**src/rtl/sdram_rd_pixel_fetch_if.sv**
```systemverilog
// Pixel stream from the SDRAM read front end to the LCD resize path.
// The master drives pixels and markers; the slave drives pix_ready.
interface sdram_rd_pixel_fetch_if #(
  parameter int unsigned DATA_W = 16
) ();
  logic [DATA_W-1:0] pix_data;
  logic              pix_valid;
  logic              pix_ready;
  logic              pix_sof;
  logic              pix_eol;

  modport master (
    output pix_data, pix_valid, pix_sof, pix_eol,
    input  pix_ready
  );

  modport slave (
    input  pix_data, pix_valid, pix_sof, pix_eol,
    output pix_ready
  );
endinterface

```
**src/rtl/sdram_rd_pixel_fetch.sv**
```systemverilog
// Frame-read front end: reloads the SDRAM read port, prefills, pops the read
// FIFO and re-times its 1-clock latency through a 2-entry FWFT pixel buffer.
module sdram_rd_pixel_fetch #(
  parameter int unsigned DATA_W      = 16,
  parameter int unsigned H_ACT       = 800,
  parameter int unsigned V_ACT       = 480,
  parameter int unsigned LOAD_CYC    = 4,
  parameter int unsigned PREFILL_CYC = 256
) (
  input  logic                   clk,
  input  logic                   rst,
  input  logic                   sdram_init_done,
  input  logic                   frame_start,
  output logic                   rd_load,
  output logic                   rd_en,
  input  logic [DATA_W-1:0]      rd_data,
  output logic                   sdram_read_valid,
  output logic                   pingpong,
  sdram_rd_pixel_fetch_if.master pix,
  output logic                   frame_err
);
  localparam int unsigned   HW           = $clog2(H_ACT + 1);
  localparam int unsigned   VW           = $clog2(V_ACT + 1);
  localparam logic [HW-1:0] H_LAST       = HW'(H_ACT - 1);
  localparam logic [VW-1:0] V_LAST       = VW'(V_ACT - 1);
  localparam logic [31:0]   TOTAL        = 32'(H_ACT * V_ACT);
  localparam logic [15:0]   LOAD_LAST    = 16'(LOAD_CYC - 1);
  localparam logic [15:0]   PREFILL_LAST = 16'(PREFILL_CYC - 1);

  typedef enum logic [2:0] {
    S_IDLE, S_LOAD, S_PREFILL, S_STREAM, S_DONE
  } state_e;

  state_e            state_q, state_d;
  logic              init_meta_q, init_sync_q;
  logic [15:0]       cnt_q, cnt_d;
  logic [31:0]       issued_q, issued_d;
  logic [HW-1:0]     h_cnt_q, h_cnt_d;
  logic [VW-1:0]     v_cnt_q, v_cnt_d;
  logic [DATA_W-1:0] buf_q [2];
  logic [DATA_W-1:0] buf_d [2];
  logic              wr_ptr_q, wr_ptr_d, rd_ptr_q, rd_ptr_d;
  logic [1:0]        occ_q, occ_d;
  logic              inflight_q, inflight_d;
  logic              rd_load_q, rd_load_d;
  logic              srv_q, srv_d;
  logic              pingpong_q, pingpong_d;
  logic              frame_err_q, frame_err_d;
  logic              pix_valid_c, push, pop, last_pix;
  logic [2:0]        pipe_cnt;

  always_comb begin
    pix_valid_c = (occ_q != 2'd0);
    pop         = pix_valid_c && pix.pix_ready;
    push        = (state_q == S_STREAM) && inflight_q;
    last_pix    = (h_cnt_q == H_LAST) && (v_cnt_q == V_LAST);
    // Occupancy is counted after this clock's pop, so a word leaving the
    // buffer frees its slot for the same-clock rd_en (1 pixel/clock).
    pipe_cnt    = 3'(occ_q) + 3'(inflight_q) - 3'(pop);
    rd_en       = (state_q == S_STREAM) && (pipe_cnt < 3'd2) && (issued_q < TOTAL);

    state_d     = state_q;
    cnt_d       = cnt_q;
    issued_d    = issued_q + 32'(rd_en);
    h_cnt_d     = h_cnt_q;
    v_cnt_d     = v_cnt_q;
    buf_d       = buf_q;
    wr_ptr_d    = wr_ptr_q;
    rd_ptr_d    = rd_ptr_q;
    inflight_d  = rd_en;
    occ_d       = occ_q + {1'b0, push} - {1'b0, pop};
    pingpong_d  = pingpong_q;
    frame_err_d = 1'b0;

    if (push) begin
      buf_d[wr_ptr_q] = rd_data;
      wr_ptr_d        = ~wr_ptr_q;
    end
    if (pop) begin
      rd_ptr_d = ~rd_ptr_q;
      if (h_cnt_q == H_LAST) begin
        h_cnt_d = '0;
        v_cnt_d = (v_cnt_q == V_LAST) ? '0 : v_cnt_q + VW'(1);
      end else begin
        h_cnt_d = h_cnt_q + HW'(1);
      end
    end

    unique case (state_q)
      S_IDLE: if (frame_start && init_sync_q) state_d = S_LOAD;
      S_LOAD: begin
        if (cnt_q == LOAD_LAST) state_d = S_PREFILL;
        else                    cnt_d   = cnt_q + 16'd1;
      end
      S_PREFILL: begin
        if (frame_start) begin
          state_d     = S_LOAD;
          frame_err_d = 1'b1;
        end else if (cnt_q == PREFILL_LAST) begin
          state_d = S_STREAM;
        end else begin
          cnt_d = cnt_q + 16'd1;
        end
      end
      S_STREAM: begin
        if (frame_start) begin
          state_d     = S_LOAD;
          frame_err_d = 1'b1;
        end else if (pop && last_pix) begin
          state_d    = S_DONE;
          pingpong_d = ~pingpong_q;
        end
      end
      S_DONE:  if (frame_start) state_d = S_LOAD;
      default: state_d = S_IDLE;
    endcase

    if (!init_sync_q) begin
      state_d     = S_IDLE;
      frame_err_d = 1'b0;
    end

    if (state_d != state_q) cnt_d = '0;
    if (state_d == S_LOAD) begin
      issued_d = '0;
      h_cnt_d  = '0;
      v_cnt_d  = '0;
    end
    // Anything still buffered or in flight is dropped when streaming ends.
    if (state_d != S_STREAM) begin
      occ_d      = '0;
      wr_ptr_d   = 1'b0;
      rd_ptr_d   = 1'b0;
      inflight_d = 1'b0;
    end

    rd_load_d = (state_d == S_LOAD);
    srv_d     = (state_d == S_PREFILL) || (state_d == S_STREAM) || (state_d == S_DONE);
  end

  always_ff @(posedge clk) begin
    if (rst) begin
      state_q     <= S_IDLE;
      init_meta_q <= 1'b0;
      init_sync_q <= 1'b0;
      cnt_q       <= '0;
      issued_q    <= '0;
      h_cnt_q     <= '0;
      v_cnt_q     <= '0;
      buf_q[0]    <= '0;
      buf_q[1]    <= '0;
      wr_ptr_q    <= 1'b0;
      rd_ptr_q    <= 1'b0;
      occ_q       <= '0;
      inflight_q  <= 1'b0;
      rd_load_q   <= 1'b0;
      srv_q       <= 1'b0;
      pingpong_q  <= 1'b0;
      frame_err_q <= 1'b0;
    end else begin
      state_q     <= state_d;
      init_meta_q <= sdram_init_done;
      init_sync_q <= init_meta_q;
      cnt_q       <= cnt_d;
      issued_q    <= issued_d;
      h_cnt_q     <= h_cnt_d;
      v_cnt_q     <= v_cnt_d;
      buf_q       <= buf_d;
      wr_ptr_q    <= wr_ptr_d;
      rd_ptr_q    <= rd_ptr_d;
      occ_q       <= occ_d;
      inflight_q  <= inflight_d;
      rd_load_q   <= rd_load_d;
      srv_q       <= srv_d;
      pingpong_q  <= pingpong_d;
      frame_err_q <= frame_err_d;
    end
  end

  always_ff @(posedge clk) begin
    if (!rst && push && !pop) assert (occ_q != 2'd2);
  end

  assign rd_load          = rd_load_q;
  assign sdram_read_valid = srv_q;
  assign pingpong         = pingpong_q;
  assign frame_err        = frame_err_q;
  assign pix.pix_valid    = pix_valid_c;
  assign pix.pix_data     = buf_q[rd_ptr_q];
  assign pix.pix_sof      = pix_valid_c && (h_cnt_q == '0) && (v_cnt_q == '0);
  assign pix.pix_eol      = pix_valid_c && (h_cnt_q == H_LAST);
endmodule

```
**src/flat_wrapper.sv**
```systemverilog
// flat-port wrapper written by rule: the top's interface ports become plain ports
module sdram_rd_pixel_fetch_flat 
#(
  parameter int unsigned DATA_W      = 16,
  parameter int unsigned H_ACT       = 800,
  parameter int unsigned V_ACT       = 480,
  parameter int unsigned LOAD_CYC    = 4,
  parameter int unsigned PREFILL_CYC = 256
)
  (clk, rst, sdram_init_done, frame_start, rd_load, rd_en, rd_data, sdram_read_valid, pingpong, frame_err, pix_pix_data, pix_pix_valid, pix_pix_sof, pix_pix_eol, pix_pix_ready);
  sdram_rd_pixel_fetch_if #(.DATA_W(DATA_W)) pix_i ();
  input  logic clk;
  input  logic rst;
  input  logic sdram_init_done;
  input  logic frame_start;
  output logic rd_load;
  output logic rd_en;
  input  logic [DATA_W-1:0] rd_data;
  output logic sdram_read_valid;
  output logic pingpong;
  output logic frame_err;
  output wire logic [$bits(pix_i.pix_data)-1:0] pix_pix_data;
  output wire logic [$bits(pix_i.pix_valid)-1:0] pix_pix_valid;
  output wire logic [$bits(pix_i.pix_sof)-1:0] pix_pix_sof;
  output wire logic [$bits(pix_i.pix_eol)-1:0] pix_pix_eol;
  input wire logic [$bits(pix_i.pix_ready)-1:0] pix_pix_ready;
  assign pix_pix_data = pix_i.pix_data;
  assign pix_pix_valid = pix_i.pix_valid;
  assign pix_pix_sof = pix_i.pix_sof;
  assign pix_pix_eol = pix_i.pix_eol;
  assign pix_i.pix_ready = pix_pix_ready;
  sdram_rd_pixel_fetch #(.DATA_W(DATA_W), .H_ACT(H_ACT), .V_ACT(V_ACT), .LOAD_CYC(LOAD_CYC), .PREFILL_CYC(PREFILL_CYC)) u_core (.clk(clk), .rst(rst), .sdram_init_done(sdram_init_done), .frame_start(frame_start), .rd_load(rd_load), .rd_en(rd_en), .rd_data(rd_data), .sdram_read_valid(sdram_read_valid), .pingpong(pingpong), .pix(pix_i), .frame_err(frame_err));
endmodule
```
**config.mk**
```make
export PLATFORM = sky130hd
export DESIGN_NAME = sdram_rd_pixel_fetch_flat
export DESIGN_NICKNAME = d
export VERILOG_FILES = /design/src/rtl/sdram_rd_pixel_fetch_if.sv /design/src/rtl/sdram_rd_pixel_fetch.sv /design/src/flat_wrapper.sv
export SDC_FILE = /design/constraint.sdc
export NUM_CORES = 1
export LEC_CHECK = 0
export CORE_MARGIN = 4
export CORE_UTILIZATION = 50
export DETAILED_ROUTE_END_ITERATION = 8
export PLACE_DENSITY = 0.81
export SETUP_SLACK_MARGIN = 0.1
export SYNTH_ARGS = -nofsm -noshare
export SYNTH_HDL_FRONTEND = slang
export SYNTH_SLANG_ARGS = --single-unit
```
**constraint.sdc**
```tcl
create_clock -name clk -period 5.1 [get_ports clk]
set_input_delay 1.02 -clock clk [delete_from_list [all_inputs] [get_ports clk]]
set_output_delay 1.02 -clock clk [all_outputs]
set_load 0.005 [all_outputs]
```
-- Yosys cells after proc, flatten, opt, wreduce, memory -nomap -nowiden
Cells that the tools add are included.
- equality and inequality tests: 17
- bitwise operators: 8
- $add $sub $neg: 8
- reduce and logical (&&, ||, !) cells: 26
- $lt $le $gt $ge: 5
- mux-type cells: 22
- operators with widths (cell ; number):
    $mux W16 ; 7
    $add A32 B1 Y32 ; 1
    $bwmux W32 ; 1
    $lt A32 B19 Y1 const B ; 1
    $pmux W16 S2 ; 1
    $mux W3 ; 8
    $add A16 B1 Y16 const B ; 1
    $demux W16 S1 ; 1
    $eq A16 B2 Y1 const B ; 1
    $eq A16 B8 Y1 const B ; 1
    $pmux W3 S5 ; 1
    $eq A3 B2 Y1 const B ; 4
    $logic_and A1 B1 Y1 ; 11
    $add A10 B1 Y10 const B ; 1
    $eq A10 B10 Y1 const B ; 1
    $logic_not A10 Y1 ; 1
    $mux W10 ; 1
    $add A9 B1 Y9 const B ; 1
    $eq A9 B9 Y1 const B ; 1
    $logic_not A9 Y1 ; 1
    $mux W9 ; 1
    $reduce_or A2 Y1 ; 4
    $eq A3 B1 Y1 const B ; 2
    $eq A3 B3 Y1 const B ; 2
    other kinds (20) ; 31
- register bits after elaboration: 113
- bits of input ports: 21

-- Longest topological paths before layout
Gate-level depths: netlist (run 1).
- word-level depth: 10
- depth in mapped cells: 16

-- Least setup slack after synthesis (run 1)
Ideal clock, no wire load.
- kind: input port to flip-flop
- from: input port pix_pix_ready
- to: register u_core.issued_q[31]
- library setup time: 0.114 ns
- arrival: 4.603 ns
- setup slack: 0.383 ns
- stages on the path: 16
- buffers on the path: 0
- data required time: 4.986 ns
- path through: o21ai_1 > clkinv_1 > ha_1 > inv_1 > nand2_1 > fa_1 > nor4b_1 > nand4_1 > nor3_1 > ha_1 > and3_1 > nand3_2 > or4_4 > nor4_1 > nor3b_1 > a21o_1
- elaborated cells between the ends (all ways): 13
- those cells by class: add/sub (2); order compare (1); eq/ne (1); mux (4); reduce/logical (5)
- RTL lines (element ; line ; text):
    start: declaration ; flat_wrapper.sv:26 ; input wire logic [$bits(pix_i.pix_ready)-1:0] pix_pix_ready;
    $logic_and A1 B1 Y1 ; sdram_rd_pixel_fetch.sv:54 ; pop = pix_valid_c && pix.pix_ready;
    named net u_core.pop ; sdram_rd_pixel_fetch.sv:49 ; logic pix_valid_c, push, pop, last_pix;
    $sub A3 B1 Y3 ; sdram_rd_pixel_fetch.sv:59 ; pipe_cnt = 3'(occ_q) + 3'(inflight_q) - 3'(pop);
    $lt A3 B2 Y1 ; sdram_rd_pixel_fetch.sv:60 ; rd_en = (state_q == S_STREAM) && (pipe_cnt < 3'd2) && (issued_q < TOTAL);
    $logic_and A1 B1 Y1 (2 in series) ; sdram_rd_pixel_fetch.sv:60 ;
    named net rd_en ; flat_wrapper.sv:17 ; output logic rd_en;
    $add A32 B1 Y32 ; sdram_rd_pixel_fetch.sv:64 ; issued_d = issued_q + 32'(rd_en);
    end signal: assignment ; sdram_rd_pixel_fetch.sv:165 ; issued_q <= issued_d;
    end: declaration ; sdram_rd_pixel_fetch.sv:37 ; logic [31:0] issued_q, issued_d;
The timed path passes the listed nets, and every way through them passes these cells.
A chain may end at the register's enable or synchronous reset.

-- Worst setup path in the final report (run 1)
- from: input port pix_pix_ready
- to: output port rd_en
- longest elaborated chain between the ends: 5
- ends and longest elaborated chain (element ; line):
    $logic_and A1 B1 Y1 ; sdram_rd_pixel_fetch.sv:54
    named net u_core.pop ; sdram_rd_pixel_fetch.sv:49
    $sub A3 B1 Y3 ; sdram_rd_pixel_fetch.sv:59
    $lt A3 B2 Y1 ; sdram_rd_pixel_fetch.sv:60
    $logic_and A1 B1 Y1 (2 in series) ; sdram_rd_pixel_fetch.sv:60
    end: declaration ; flat_wrapper.sv:17
The timed path passes the listed nets, and every way through them passes these cells.

==> results of run 1 <==
## power breakdown
part	switching, mW	internal, mW	total (mW)	leakage [nW]
Clock	0.439	0.751	1.19	0.291
Sequential	0.00133	0.884	0.885	0.910
Combinational	0.0267	0.0196	0.0463	1.12
## critical path: stages
cell	delay (ns)
clkdlybuf4s50_1	0.42
o21ai_1	0.11
clkinv_1	0.11
ha_1	0.29
inv_1	0.08
nand2_1	0.07
fa_1	0.48
nor4b_2	0.21
nand4_1	0.15
nor3_2	0.23
buf_4	0.15
clkdlybuf4s50_1	0.49
## cells in the final DEF (no fill, tap or decap), types with 17 or more instances in the layout
cell type        synthesis  routed
dfxtp_1                113     113
xor2_1                  30      30
nand3_1                 30      30
xnor2_1                 29      29
nand2_1                 88      88
a21oi_1                 39      39
nor3_1                  18      17
nor2_1                  77      77
clkdlybuf4s50_1          0      44
inv_1                   21      21
## what timing repair did
action / in CTS / in global routing
buffers inserted: 0 / 0
resized for setup: 0 / 2
endpoints found under the setup margin: 0 / 1
## per-layer routing
layer  routed length, um  GRT usage (%)
met2                6000           33.6
met1                5410           24.5
met3                 651           5.95
met4                 146           5.75
met5                   0              0
## area by class of cell
cell class                      count  area share, %
Sequential cell                   113           35.1
Multi-Input combinational cell    451           43.8
Clock buffer                       18           6.48
Clock inverter                     14           2.75
Timing Repair Buffer               54           7.99
Inverter                           22           1.28
Tap cell                          136           2.64
## worst min-delay path by stage
stage / slack, ns / cells after the start / end
4_1_cts: 0.46 / 1 / u_core.init_sync_q
6_report: 0.46 / 1 / u_core.init_sync_q
2_1_floorplan: 0.41 / 1 / u_core.init_sync_q
3_3_place_gp: 0.42 / 1 / u_core.init_sync_q
5_1_grt: 0.46 / 1 / u_core.init_sync_q
3_5_place_dp: 0.44 / 1 / u_core.init_sync_q
## sequential cells by signal, summed over array words and instances, names as in the netlist
| signal | cells |
|---|---|
| u_core.buf_q | 32 |
| u_core.v_cnt_q | 9 |
| u_core.occ_q | 2 |
| u_core.rd_load | 1 |
| u_core.init_sync_q | 1 |
| u_core.issued_q | 32 |
| u_core.pingpong | 1 |
| u_core.init_meta_q | 1 |
| u_core.frame_err | 1 |
| u_core.sdram_read_valid | 1 |
| u_core.h_cnt_q | 10 |
| u_core.cnt_q | 16 |
| u_core.wr_ptr_q | 1 |
| u_core.state_q | 3 |
| u_core.inflight_q | 1 |
| u_core.rd_ptr_q | 1 |
## logic make-up (layout without fill, tap and decap cells)
kind of cell / after synthesis / after routing / synth area share, %
flops: 113 / 113 / 42.8
buf+inv: 47 / 108 / 3.86
xor+xnor: 59 / 59 / 9.78
fa+ha+maj: 11 / 11 / 2.75
mux: 20 / 20 / 4.41
compound gates: 56 / 56 / 6.42
simple gates: 305 / 305 / 29.9
==> impl_metrics.yaml, run 1 <==
logic_synthesis:
  netlist.area_leader.share_pct: 42.8
  synth_warnings: 0
  async_reset_ff_share_pct: 0
  yosysSeqAreaShare_pct: 42.8
  synth.cells.most_frequent: "113 x dfxtp_1, 88 x nand2_1, 77 x nor2_1"
  avgSynthCellArea_um2: 8.64
  syn_nets: 643
  synth_cells: 611
  netlist_top_cells_area: "dfxtp_1 43%, nand2_1 6.3%, nor2_1 5.5%"
  yosysMostFrequentCell: "dfxtp_1"
  netlist_area_um2: 5280
  yosysTopAreaCell: "dfxtp_1"
  synth_edf_count: 0
  ys_types: 53
  ys_ff_latch: 113
  synthFlopType: "dfxtp_1"
timing:
  setup_viol: 0
  whs_ns: 0.455
  finClkSkew_ns: 0.0143
  setup_tns_ns: 0
  layout_setup_ws_ns: 0.273
  period_needed_ns: 4.83
  relSlewSlack_pct: 21.1
  max_freq_ghz: 0.207
  timing.final.crit_share_pct: 94.6
  hold_viol: 0
  rsz0062_at_grt: "no"
  max_slew.worst_pin.slew_ns: 1.18
  slew_violations: 0
clocking:
  numCtsBuffers: 17
  htree_num_levels: 4
  cts-root-buf: "clkbuf_8"
  clkTransAtPathRegs_ns: 0.06
  clock-sinks: 113
  ctsHoldBuffers: 0
  clock_latency_ns: 0.52
  clk_path_buf_depth: 2
  cts_tree: "yes"
layout:
  synthToLayoutAreaGrowth_pct: 22.2
  final_design_area_no_fill_um2: 6450
  n_antenna_cell: 0
  multi_input_area_um2: 2830
  n_fill_cell: 846
  instances_no_fill: 808
  drive_above_1_share_pct: 12.6
  utilization_pct: 62.5
  seqCellArea_um2: 2260
  final_nets: 691
floorplanning:
  core_area_um2: 10300
  die_h_um: 111
  rows: 37
  die_x_um: 111
  start_util_pct: 51.2
  die_area_um2: 12300
  io_pins: 45
drt:
  ant_nets: 0
  via_per_inst: 5.56
  drc: 0
  drt_wl_total_um: 12200
  vias: 4494
  drtPass1Iterations: 5
  drt-wirelength-per-cell_um: 15.1
  drt_iter0_drc: 259
worst_hold_path:
  min_from: "u_core.init_meta_q"
  hold_path_class: "flop to flop"
place:
  dp_slack_ns: 0.0606
  place_congestion: 0.816
  dp.cells: 776
  hpwl_um: 7810
  place_area_um2: 5850
  io_buffers: 44
setup_path:
  crit_arrival_ns: 3.81
  r2r-start: "u_core.occ_q[1]"
  critPathKind: "input port to output pin"
  cp.required_ns: 4.08
  end_kind: "output pin"
  worst_setup_path_start_kind: "input port"
  r2r-end: "u_core.issued_q[31]"
  crit_fanout: 2
  critPathLaunch: "pix_pix_ready"
  crit_path_end: "rd_en"
  reg2regPathDepth: 16
  r2r_slack_ns: 1.07
pwr:
  ir_drop_mv: 0.221
  power.density_nw_per_um2: 329
  power_leakage_nw: 2.32
  p_total_mw: 2.12
status:
  run_status: "completed"
flow_run:
  drv_cap: 0
grt:
  grt_max_degree: 45
  overflow: 0
  grt_pass1_vias: 4476
  grt_pass1_wl_um: 20500
  antenna_found_initial: 0
  grt_usage_pct: 19.9
Note: power is estimated with default switching activity, not from simulation.
==> run 2, diff against run 1 <==
--- a/config.mk
+++ b/config.mk
@@ -5,6 +5,7 @@
 export SDC_FILE = /design/constraint.sdc
 export NUM_CORES = 1
 export LEC_CHECK = 0
+export ABC_AREA = 1
 export CORE_MARGIN = 4
 export CORE_UTILIZATION = 50
 export DETAILED_ROUTE_END_ITERATION = 8
==> impl_metrics.yaml, run 2 <==
status:
  run_status: "completed"
drt:
  drc: 0
  via_per_inst: 5.08
  drtPass1Iterations: 5
  drt_iter0_drc: 404
  drt_wl_total_um: 13300
  ant_nets: 0
  drt-wirelength-per-cell_um: 12.7
  vias: 5330
clocking:
  clk_path_buf_depth: 2
  cts_setup_buffers: 0
  clkTransAtPathRegs_ns: 0.05
  clock_latency_ns: 0.41
  numCtsBuffers: 17
  cts-root-buf: "clkbuf_16"
  cts_tree: "yes"
  clock-sinks: 113
  htree_num_levels: 4
logic_synthesis:
  ys_ff_latch: 113
  synth-adder-area-share_pct: 2.41
  avgSynthCellArea_um2: 7.09
  syn_nets: 883
  yosysSeqAreaShare_pct: 37.5
  synth_cells: 851
  netlist_top_cells_area: "dfxtp_1 38%, nand2_1 12%, nor2_1 9.1%"
  synth_warnings: 0
  yosysTopAreaCell: "dfxtp_1"
  synth-compound-area-share_pct: 7.68
  ys_types: 46
  synth.cells.most_frequent: "188 x nand2_1, 147 x nor2_1, 113 x dfxtp_1"
  synthSimpleGateAreaFrac_pct: 38.0
  yosysMostFrequentCell: "nand2_1"
  netlist_area_um2: 6030
  async_reset_ff_share_pct: 0
  synth_top_family_by_area: "simple AND/OR/NAND/NOR gates"
  synth_edf_count: 0
  netlist.area_leader.share_pct: 37.5
  synthFlopType: "dfxtp_1"
  synthMuxAreaShare_pct: 0
  synth_xor_area_share_pct: 5.37
timing:
  period_needed_ns: 4.83
  hold_viol: 0
  setup_tns_ns: 0
  slew_violations: 0
  layout_setup_ws_ns: 0.274
  max_slew.worst_pin.slew_ns: 0.691
  max_freq_ghz: 0.207
  finClkSkew_ns: 0.00657
  rsz0062_at_grt: "no"
  setup_viol: 0
  timing.final.crit_share_pct: 94.6
  whs_ns: 0.415
  relSlewSlack_pct: 53.9
place:
  dp_slack_ns: 0.0617
  place_congestion: 0.885
  place_area_um2: 6500
  io_buffers: 44
  dp.cells: 1017
  hpwl_um: 9160
pwr:
  ir_drop_mv: 0.221
  comb_power_share_pct: 1.9
  power.density_nw_per_um2: 312
  power_leakage_nw: 2.67
  power_frac_clock_pct: 58.6
  switching_share_pct: 19.4
  p_total_mw: 2.24
  switchingPower_uw: 435
  p_int_mw: 1.81
  seqPwrFrac_pct: 39.5
grt:
  grt_use_met1_pct: 23.5
  antenna_found_initial: 0
  use_met2_pct: 35.4
  grt_usage_pct: 20.2
  gr-max-usage-layer: "met2"
  grt_pass1_wl_um: 23500
  grt_pass1_vias: 5240
  met3_usage_pct: 5.53
  grt_max_degree: 51
  overflow: 0
floorplanning:
  die_h_um: 118
  core_area_um2: 11600
  die_x_um: 118
  io_pins: 45
  start_util_pct: 51.9
  rows: 39
  die_area_um2: 13900
layout:
  synthToLayoutAreaGrowth_pct: 19.2
  seqCellArea_um2: 2260
  drive_above_1_share_pct: 13.4
  n_antenna_cell: 0
  n_fill_cell: 1044
  utilization_pct: 61.9
  instances_no_fill: 1049
  final_cell_mix: "188 x nand2_1, 147 x nor2_1, 113 x dfxtp_1, 91 x inv_1, 46 x o21ai_0"
  final_common_cell: "nand2_1"
  final_nets: 925
  reg_top3: "u_core.buf_q x32, u_core.issued_q x32, u_core.cnt_q x16"
  multi_input_area_um2: 3240
  final_design_area_no_fill_um2: 7190
setup_path:
  crit_fanout: 7
  crit_arrival_ns: 3.81
  worst_setup_path_start_kind: "input port"
  end_kind: "output pin"
  r2r_slack_ns: 1.08
  critPathKind: "input port to output pin"
  cp.required_ns: 4.08
flow_run:
  drv_cap: 0
worst_hold_path:
  hold_path_class: "flop to flop"
## run 2: changes by cell type in the layout (fill, tap and decap cells not counted), sizes merged, moves of 6 or more
cell	before	now
inv	26	99
buf	10	2
o21ai	4	47
a21oi	39	22
nand2	88	200
and3	13	1
nor2	77	162
nor3b	7	1
nor4	14	6
nand3	31	43
xnor2	29	11
mux2	16	0
nor3	30	55
## run 2: power groups by stage
stage | Clock (mW) | Combinational [mW] | Sequential (mW)
2_1_floorplan | 0 | 0.0270 | 0.903
3_3_place_gp | 0 | 0.0428 | 0.904
3_5_place_dp | 0 | 0.0433 | 0.904
4_1_cts | 1.34 | 0.0435 | 0.885
5_1_grt | 1.38 | 0.0468 | 0.885
6_report | 1.32 | 0.0431 | 0.886
## run 2: worst paths after layout
check,start,cells after the start,to
hold / removal,u_core.init_meta_q,2,u_core.init_sync_q
hold reg to reg,u_core.init_meta_q,2,u_core.init_sync_q
setup reg to reg,u_core.occ_q[1],24,u_core.issued_q[30]
setup / recovery,pix_pix_ready,12,rd_en
## run 2: cell families (layout without fill, tap and decap cells)
| logic type | Yosys count | after routing |
|---|---|---|
| DFF | 113 | 113 |
| xor gates and xnor gates | 37 | 37 |
| and+or+nand+nor | 489 | 489 |
| buffers and inverters | 124 | 179 |
| adders and majority gates | 11 | 11 |
| AOI/OAI and AO/OA | 77 | 77 |
## run 2: worst max-delay path, stage by stage
cell             delay, ns
clkdlybuf4s50_1       0.46
nand2_4               0.15
inv_2                 0.06
ha_1                  0.28
inv_1                 0.07
nand2_1               0.06
fa_1                  0.38
xor2_1                0.15
a2111oi_0             0.29
nand2_1               0.15
a31oi_4               0.20
clkdlybuf4s50_1       0.53
## run 2: final cells by class
class / count / share of cell area, %
multi-input cells: 614 / 45.1
inverters: 101 / 5.27
clock inverters: 12 / 2.85
well taps: 143 / 2.49
flip-flops and latches: 113 / 31.5
repair buffers: 46 / 6.34
clock buffers: 20 / 6.49
## run 2: what timing repair did
action                     CTS  global route
hold buffers                 0             0
gates resized for setup      0             3
setup endpoints to repair    0             1
## run 2: metal layers
metal,wire length [um],vias up
li1,-,2782
met1,5860,2412
met2,6690,116
met3,517,20
met4,240,0
met5,0,-
